## src/rtl/ila_readout.sv

```systemverilog
// ila_readout: dumps ila_core's capture buffer as a count header
// followed by every sample, least significant slice first.
module ila_readout #(
  parameter  int DATA_W   = 32,
  parameter  int BUFFER_W = 8,
  parameter  int SIGNAL_W = 8,
  parameter  int READ_LAT = 0,
  localparam int N_WORDS  = (SIGNAL_W + DATA_W - 1) / DATA_W,
  localparam int SEL_W    = (N_WORDS > 1) ? $clog2(N_WORDS) : 1
) (
  input  logic                clk,
  input  logic                rst,
  input  logic                start,
  input  logic                abort,
  input  logic [BUFFER_W-1:0] samples,
  output logic [BUFFER_W-1:0] index,
  output logic [SEL_W-1:0]    value_select,
  input  logic [DATA_W-1:0]   value,
  output logic [DATA_W-1:0]   m_data,
  output logic                m_valid,
  input  logic                m_ready,
  output logic                m_last,
  output logic                busy,
  output logic                done,
  output logic                aborted
);

  typedef enum logic [1:0] {
    IDLE,
    HEADER,
    WAIT,
    PUSH
  } state_t;

  localparam logic [SEL_W-1:0] SEL_LAST = SEL_W'(N_WORDS - 1);
  localparam logic [2:0]       LAT      = 3'(READ_LAT);

  state_t              state_q, state_d;
  logic [BUFFER_W-1:0] n_q, n_d;
  logic [BUFFER_W-1:0] idx_q, idx_d;
  logic [SEL_W-1:0]    sel_q, sel_d;
  logic [2:0]          cnt_q, cnt_d;
  logic [DATA_W-1:0]   data_q, data_d;
  logic                done_q, done_d;
  logic                abt_q, abt_d;
  logic                hs;
  logic                last_word;

  assign hs        = m_valid && m_ready;
  assign last_word = (idx_q == n_q - BUFFER_W'(1))
                  && (sel_q == SEL_LAST);

  always_ff @(posedge clk or posedge rst) begin
    if (rst) begin
      state_q <= IDLE;
      n_q     <= '0;
      idx_q   <= '0;
      sel_q   <= '0;
      cnt_q   <= '0;
      data_q  <= '0;
      done_q  <= 1'b0;
      abt_q   <= 1'b0;
    end else begin
      state_q <= state_d;
      n_q     <= n_d;
      idx_q   <= idx_d;
      sel_q   <= sel_d;
      cnt_q   <= cnt_d;
      data_q  <= data_d;
      done_q  <= done_d;
      abt_q   <= abt_d;
    end
  end

  always_comb begin
    state_d = state_q;
    n_d     = n_q;
    idx_d   = idx_q;
    sel_d   = sel_q;
    cnt_d   = cnt_q;
    data_d  = data_q;
    done_d  = 1'b0;
    abt_d   = 1'b0;
    unique case (state_q)
      IDLE: begin
        if (start) begin
          n_d     = samples;
          idx_d   = '0;
          sel_d   = '0;
          state_d = HEADER;
        end
      end
      HEADER: begin
        if (hs) begin
          cnt_d = '0;
          if (n_q == '0) begin
            done_d  = 1'b1;
            state_d = IDLE;
          end else begin
            state_d = WAIT;
          end
        end
      end
      WAIT: begin
        if (cnt_q == LAT) begin
          data_d  = value;
          state_d = PUSH;
        end else begin
          cnt_d = cnt_q + 3'd1;
        end
      end
      PUSH: begin
        if (hs) begin
          cnt_d = '0;
          if (last_word) begin
            done_d  = 1'b1;
            state_d = IDLE;
          end else if (sel_q != SEL_LAST) begin
            sel_d   = sel_q + SEL_W'(1);
            state_d = WAIT;
          end else begin
            sel_d   = '0;
            idx_d   = idx_q + BUFFER_W'(1);
            state_d = WAIT;
          end
        end
      end
      default: state_d = IDLE;
    endcase
    // abort overrides everything, including a coincident final handshake
    if (abort && state_q != IDLE) begin
      state_d = IDLE;
      done_d  = 1'b0;
      abt_d   = 1'b1;
    end
  end

  assign index        = idx_q;
  assign value_select = sel_q;
  assign busy         = state_q != IDLE;
  assign m_valid      = (state_q == HEADER) || (state_q == PUSH);
  assign m_data       = (state_q == HEADER) ? DATA_W'(n_q)
                      : (state_q == PUSH)   ? data_q
                      : '0;
  assign m_last       = ((state_q == HEADER) && (n_q == '0))
                     || ((state_q == PUSH) && last_word);
  assign done         = done_q;
  assign aborted      = abt_q;

endmodule

```

## config.mk

```make
export PLATFORM = sky130hd
export DESIGN_NAME = ila_readout
export DESIGN_NICKNAME = d
export VERILOG_FILES = /design/src/rtl/ila_readout.sv
export SDC_FILE = /design/constraint.sdc
export NUM_CORES = 1
export LEC_CHECK = 0
export CORE_MARGIN = 2
export CORE_UTILIZATION = 45
export CTS_CLUSTER_DIAMETER = 120
export CTS_CLUSTER_SIZE = 20
export DETAILED_ROUTE_END_ITERATION = 10
export PLACE_DENSITY = 0.88
export SLEW_MARGIN = 30
export SYNTH_ARGS = -nofsm -noshare
export SYNTH_HDL_FRONTEND = slang
export SYNTH_SLANG_ARGS = --single-unit
export TNS_END_PERCENT = 20
```

## constraint.sdc

```tcl
create_clock -name clk -period 3 [get_ports clk]
set_input_delay 0.6 -clock clk [delete_from_list [all_inputs] [get_ports clk]]
set_output_delay 0.6 -clock clk [all_outputs]
set_load 0.05 [all_outputs]
```

==> PnR_summary.wiki, run 1 <==
{| class="wikitable"
! Metric !! Value
|-
| Antenna cells || 0
|-
| Global router's overall resource usage || 0.205
|-
| Flop and latch count out of synthesis || 55
|-
| Pin slew with the least headroom to its limit || 666 ps
|-
| Crit path largest cell delay || 410 ps
|-
| Number of CTS-inserted buffers || 5
|-
| # Max-Cap Violations || 0
|-
| Total number of vias || 2367
|-
| Drt drc || 0
|-
| Setup slack at placement || -62.4 ps
|-
| Routed Antenna Nets || 0
|-
| Share of total power consumed by net switching || 0.373
|-
| Portion of total power attributed to combinational logic || 0.420
|-
| Cell type with the largest total area after synthesis || sky130_fd_sc_hd__dfrtp_1
|-
| Count of unique library cells instantiated by Yosys || 43
|-
| CTS H-Tree Depth || 2
|-
| Critical Path Start Type || register
|-
| Pins Over Slew Limit || 0
|-
| Hold Path Depth || 1
|-
| Clk network pwr share || 0.177
|-
| Overall routed net length || 7210 µm
|-
| Minimum clock period || 2940 ps
|-
| Sequential power share || 0.404
|-
| Hold violation count in the final report || 0
|-
| Clock Root Buffer || sky130_fd_sc_hd__clkbuf_8
|-
| Power density normalized to cell area || 726 nW/µm²
|-
| Effective utilization at floorplan || 0.461
|-
| TritonCTS sink count || 55
|-
| Area inside the core boundary || 6280 µm²
|-
| Critical path class || register to output pin
|-
| CP endpoint kind || output pin
|-
| Net switching power || 1.08 mW
|-
| FF-to-FF path depth || 9
|-
| Stages on worst setup path || 9
|-
| Status || finished clean
|-
| Number of failing setup endpoints in the final timing report || 0
|-
| Syn Area/Cell || 10.6 µm²
|-
| Clock insertion delay at the later pin of the skew report || 320 ps
|-
| Net Count, Synth || 323
|-
| Clock-pin slew on the worst setup and hold paths || 110 ps
|-
| Crit path max-delay cell type || sky130_fd_sc_hd__dfrtp_1
|-
| Number of port buffers || 89
|-
| Iteration-0 DRC Markers || 161
|-
| Slew headroom || 0.555
|-
| Clock tree from TritonCTS || built
|-
| Synth Instances || 274
|-
| Yosys warning total || 0
|-
| Vertical die dimension || 84.2 µm
|-
| Sequential element share of the synthesized area || 0.475
|-
| DIE AREA || 7090 µm²
|-
| Flip-flop cell with the highest count after synthesis || sky130_fd_sc_hd__dfrtp_1
|-
| Hold-fix buffers, CTS || 0
|-
| First-pass GRT wire length || 11800 µm
|-
| Wire per inst || 16.4 µm
|-
| Clock Skews || 9.47 ps
|-
| Unrepaired setup endpoints after global routing || yes
|-
| Top fanout value on the critical path || 3
|-
| Overall overflow remaining after global route || 0
|-
| Maximum vdd drop || 0.463 mV
|-
| Share of the cycle needed by the critical path after routing || 0.981
|-
| Leakage power figure || 1.81 nW
|-
| FMAX || 0.340 GHz
|-
| Ordered cell list for the critical path || inv_2 -> ha_4 -> xor2_2 -> o211ai_1 -> a211o_1 -> nor4_4 -> a21oi_2 -> nor2b_2 -> buf_12
|-
| Die X || 84.2 µm
|-
| Number of buffers and inverters on the critical path || 2
|-
| Data arrival time of the worst path || 2340 ps
|-
| Path type of the worst min-delay path || register to register
|-
| Family with the most delay on the worst path || compound AO/OA/AOI/OAI gates
|-
| Global placement routability congestion || 0.787
|-
| Total I/O pin count || 91
|-
| PnR worst setup slack || 56.1 ps
|-
| Leading cell type by number of instances after synthesis || sky130_fd_sc_hd__dfrtp_1
|-
| Number of flops mapped to enable cells by yosys || 0
|-
| Worst Path Required || 2400 ps
|-
| Post-synth top area share || 0.475
|-
| Async set-reset flop share out of synthesis || 1.00
|-
| Final net count || 411
|-
| Fraction of layout cells with a size suffix above 1 || 0.287
|-
| Post-DR vias/cell || 5.38
|-
| Final HPWL from detailed placement || 5190 µm
|-
| Core utilization of the finished layout || 0.637
|-
| Top cells by count, synth || sky130_fd_sc_hd__dfrtp_1, sky130_fd_sc_hd__mux2_2, sky130_fd_sc_hd__nand2_1
|-
| Number of iterations in the first detailed-routing pass || 4
|-
| Largest net degree at the start of global routing || 47
|-
| Maximum number of buffers from clock root to sink || 2
|-
| Internal power consumption || 1.82 mW
|-
| Area of the mapped netlist || 2900 µm²
|-
| Area grow syn2layout || 38.0%
|-
| Leading post-synthesis cells by cell area || sky130_fd_sc_hd__dfrtp_1, sky130_fd_sc_hd__mux2_2, sky130_fd_sc_hd__and3_1, sky130_fd_sc_hd__mux2i_1, sky130_fd_sc_hd__nand2_1
|-
| Via count of the first global-routing pass || 2449
|-
| Std cell rows || 29
|-
| Initial antenna violation count || 0
|}
kinds of logic after synthesis:
family,count (synthesis),synth area share
AO/OA/AOI/OAI,29,0.0613
XOR/XNOR,10,0.0302
adder cells (fa/ha/maj),4,0.0173
buffers and inverters,29,0.0445
flip-flops,55,0.475
multiplexers,44,0.166
other,1,0.00129
AND/OR/NAND/NOR,102,0.204
cell usage in the layout (no fill, tap or decap), types with 2 or more instances in the layout:
master,count
sky130_fd_sc_hd__dfrtp_1,55
sky130_fd_sc_hd__clkdlybuf4s50_1,55
sky130_fd_sc_hd__buf_4,44
sky130_fd_sc_hd__mux2_2,32
sky130_fd_sc_hd__nand2_1,29
sky130_fd_sc_hd__and3_1,27
sky130_fd_sc_hd__mux2i_1,12
sky130_fd_sc_hd__nor2b_1,10
sky130_fd_sc_hd__o21ai_0,10
sky130_fd_sc_hd__xnor2_1,7
sky130_fd_sc_hd__a21oi_1,6
sky130_fd_sc_hd__nor2_1,5
sky130_fd_sc_hd__inv_1,5
sky130_fd_sc_hd__nand3_1,5
sky130_fd_sc_hd__clkbuf_8,5
sky130_fd_sc_hd__or3_1,4
sky130_fd_sc_hd__and2_1,3
sky130_fd_sc_hd__nand2b_1,3
sky130_fd_sc_hd__inv_2,3
sky130_fd_sc_hd__nor3_2,3
sky130_fd_sc_hd__o211ai_1,3
sky130_fd_sc_hd__ha_1,3
sky130_fd_sc_hd__buf_12,3
sky130_fd_sc_hd__nor2b_2,2
sky130_fd_sc_hd__xor2_1,2
sky130_fd_sc_hd__a31oi_1,2
sky130_fd_sc_hd__nand4_1,2
power groups by stage:
stage	sequential [mW]	combinational [mW]	clock (mW)
after global routing	1.20	1.30	0.554
after CTS	1.17	1.18	0.520
after detailed placement	1.18	1.17	0
after floorplan	1.15	0.830	0
after global placement	1.16	1.13	0
final	1.17	1.22	0.513
per-layer routing:
layer / track usage / wire [µm]
met5: 0 / 0
met2: 0.360 / 3700
met3: 0.0374 / 273
met4: 0.0748 / 215
met1: 0.252 / 3020
registers in the layout, indices dropped and copies added (netlist names):
name / count
index: 8
data_q: 32
state_q: 2
n_q: 8
cnt_q: 3
aborted: 1
done: 1
stage by stage:
stage | power (mW) | hold slack, ps | area, µm² | setup TNS [ps] | instances
after floorplan | 1.98 | 438 | 2900 | 0 | 274
after global routing | 3.06 | 532 | 4000 | -30.9 | 440
after global placement | 2.29 | 454 | 3830 | 0 | 430
after detailed placement | 2.35 | 468 | 3830 | -62.4 | 430
final | 2.90 | 492 | 4000 | 0 | 440
after CTS | 2.87 | 482 | 3960 | 0 | 439
timing repair:
item,CTS,global route
resized for setup,1,6
buffers inserted,1,1
setup endpoints to repair,1,1
pin swaps,1,6
area by class of cell:
cell class                      instances  area (µm²)
Fill cell                             498        2280
Multi-Input combinational cell        190        1440
Sequential cell                        55        1380
Timing Repair Buffer                  102         941
Tap cell                               77        96.3
Clock buffer                            5        68.8
Clock inverter                          3        46.3
Inverter                                8        30.0
path summary, 6_finish.rpt:
| path | from | slack [ps] | end |
|---|---|---|---|
| worst min-delay path | cnt_q[2] | 490 | cnt_q[2] |
| worst min register to register | cnt_q[2] | 490 | cnt_q[2] |
| max in group asynchronous | rst | 1730 | index[3] |
| worst max-delay path | n_q[1] | 60 | m_last |
| worst max register to register | n_q[1] | 660 | index[6] |
| min in group asynchronous | rst | 690 | data_q[11] |
No activity file was read; power rests on OpenSTA's default activity.
==> run 2: changes to the inputs <==
==> constraint.sdc (replaced) <==
create_clock -name clk -period 3 [get_ports clk]
set_input_delay 0.6 -clock clk [delete_from_list [all_inputs] [get_ports clk]]
set_output_delay 0.6 -clock clk [all_outputs]
set_load 0.1 [all_outputs]
==> PnR_summary.wiki, run 2 (same netlist as run 1, synthesis figures left out) <==
{| class="wikitable"
! Metric !! Value
|-
| Clock insertion delay at the later pin of the skew report || 310 ps
|-
| Unrepaired setup endpoints after global routing || yes
|-
| Clock-pin slew on the worst setup and hold paths || 100 ps
|-
| Vertical die dimension || 84.2 µm
|-
| Clk network pwr share || 0.126
|-
| Largest net degree at the start of global routing || 33
|-
| Final Cell Area || 4360 µm²
|-
| Post-DR vias/cell || 5.43
|-
| Sequential power share || 0.367
|-
| Met3 wire length || 385 µm
|-
| Iteration-0 DRC Markers || 152
|-
| Final HPWL from detailed placement || 5580 µm
|-
| Share of total power consumed by net switching || 0.422
|-
| DIE AREA || 7090 µm²
|-
| Net switching power || 1.36 mW
|-
| Global router's overall resource usage || 0.222
|-
| Pin slew with the least headroom to its limit || 651 ps
|-
| Drt drc || 0
|-
| Metal-1 WL || 3060 µm
|-
| First-pass GRT wire length || 12600 µm
|-
| Hold-fix buffers, CTS || 0
|-
| Area grow syn2layout || 50.6%
|-
| Largest register by flop count || data_q
|-
| Setup slack at placement || -188 ps
|-
| Leakage power figure || 1.90 nW
|-
| Overall overflow remaining after global route || 0
|-
| Internal power consumption || 1.87 mW
|-
| Number of port buffers || 89
|-
| # Max-Cap Violations || 0
|-
| Area inside the core boundary || 6280 µm²
|-
| Number of iterations in the first detailed-routing pass || 5
|-
| Total of fill cells in the finished design || 403
|-
| Path type of the worst min-delay path || register to register
|-
| Global placement routability congestion || 0.770
|-
| Leading cell type in the layout, fill and taps excluded || sky130_fd_sc_hd__dfrtp_1
|-
| Via count of the first global-routing pass || 2555
|-
| Total number of vias || 2395
|-
| Clock Skews || 5.80 ps
|-
| Number of CTS-inserted buffers || 5
|-
| Ordered cell list for the critical path || inv_2 -> ha_4 -> xor2_1 -> o211ai_1 -> a211o_1 -> nor4_4 -> a21oi_2 -> nor2b_4 -> buf_12
|-
| TritonCTS sink count || 55
|-
| Routed Antenna Nets || 0
|-
| Crit path largest cell delay || 380 ps
|-
| Share of the cycle needed by the critical path after routing || 0.970
|-
| Antenna cells || 0
|-
| Minimum clock period || 2910 ps
|-
| Maximum vdd drop || 0.602 mV
|-
| Power consumption || 3.23 mW
|-
| Die X || 84.2 µm
|-
| Cell area after placement || 4220 µm²
|-
| Power density normalized to cell area || 741 nW/µm²
|-
| Top fanout value on the critical path || 2
|-
| Wire per inst || 17.0 µm
|-
| Critical path class || register to output pin
|-
| Clock Root Buffer || sky130_fd_sc_hd__clkbuf_8
|-
| Data arrival time of the worst path || 2310 ps
|-
| Status || finished clean
|-
| TNS Setup || 0 ps
|-
| Fraction of layout cells with a size suffix above 1 || 0.338
|-
| Pins Over Slew Limit || 0
|-
| Flip-flop count of the largest register after layout || 32
|-
| Effective utilization at floorplan || 0.461
|-
| Clock tree from TritonCTS || built
|-
| Number of buffers and inverters on the critical path || 2
|-
| PnR worst setup slack || 89.1 ps
|-
| Critical Path Start Type || register
|-
| CTS H-Tree Depth || 2
|-
| Portion of total power attributed to combinational logic || 0.507
|-
| Hold violation count in the final report || 0
|-
| Total I/O pin count || 91
|-
| Std cell rows || 29
|-
| Placed instance count || 430
|-
| Initial antenna violation count || 0
|-
| Top layer reached by signal wires || met4
|-
| WL met2 || 3900 µm
|-
| Worst Path Required || 2400 ps
|-
| Post-route insts no fill || 441
|-
| Family with the most delay on the worst path || compound AO/OA/AOI/OAI gates
|-
| Maximum number of buffers from clock root to sink || 2
|-
| Most frequent cells in the layout || sky130_fd_sc_hd__dfrtp_1, sky130_fd_sc_hd__clkdlybuf4s50_1, sky130_fd_sc_hd__buf_12
|-
| Slew headroom || 0.566
|-
| Crit path max-delay cell type || sky130_fd_sc_hd__dfrtp_1
|-
| Final net count || 412
|-
| Overall routed net length || 7480 µm
|-
| Number of failing setup endpoints in the final timing report || 0
|-
| FMAX || 0.344 GHz
|-
| CP endpoint kind || output pin
|}
## run 2: changes by cell type in the layout (fill, tap and decap cells not counted), moves of 9 or more
| cell | previous run | this run |
|---|---|---|
| sky130_fd_sc_hd__buf_12 | 3 | 35 |
| sky130_fd_sc_hd__buf_4 | 44 | 24 |
| sky130_fd_sc_hd__clkdlybuf4s50_1 | 55 | 44 |
| sky130_fd_sc_hd__dfrtp_1 | 55 | 46 |
| sky130_fd_sc_hd__dfrtp_2 | 0 | 9 |
## run 2: what timing repair did
action / CTS / global route
setup endpoints to repair: 1 / 1
pin swaps: 2 / 3
gates cloned: 0 / 0
buffers inserted: 2 / 1
gates resized for setup: 5 / 4
## run 2: worst reg2reg max path, delay by kind of cell, from the launching register on
kind / cells / cell delay (ps)
AND/OR/NAND/NOR: 6 / 1420
flip-flops: 1 / 410
adder cells (fa/ha/maj): 1 / 160
buffers and inverters: 2 / 270
## run 2: per-stage QoR
stage          utilization  hold slack (ps)
2_1_floorplan            -              438
3_3_place_gp         0.672              455
3_5_place_dp         0.672              473
4_1_cts              0.692              484
5_1_grt              0.695              501
6_report             0.695              487
## run 2: power groups by stage
stage	clock, mW	combinational (mW)	sequential, mW
after CTS	0.416	1.63	1.18
final	0.408	1.64	1.19
after detailed placement	0	1.59	1.20
after global routing	0.449	1.74	1.22
after global placement	0	1.54	1.16
after floorplan	0	1.06	1.18
## run 2: metal layers
layer  track usage  vias up
met1         0.291     1179
li1              -     1121
met4        0.0689        0
met2         0.373       85
met5             0        -
met3        0.0433       10
## run 2: path summary, 6_finish.rpt
| kind | start | end | slack (ps) | cells after the start |
|---|---|---|---|---|
| worst max-delay path | n_q[1] | m_last | 90 | 9 |
| worst min-delay path | cnt_q[2] | cnt_q[2] | 490 | 1 |
| worst max register to register | n_q[1] | index[6] | 680 | 9 |
| worst min register to register | cnt_q[2] | cnt_q[2] | 490 | 1 |
| max in group asynchronous | rst | aborted | 1760 | 3 |
| min in group asynchronous | rst | data_q[7] | 640 | 2 |
## run 2: area by class of cell
class,count,area [µm²],share of cell area
repair buffers,103,1320,0.303
inverters,8,30.0,0.00688
well taps,77,96.3,0.0221
flip-flops and latches,55,1390,0.318
clock inverters,2,12.5,0.00287
clock buffers,6,72.6,0.0166
multi-input cells,190,1440,0.330
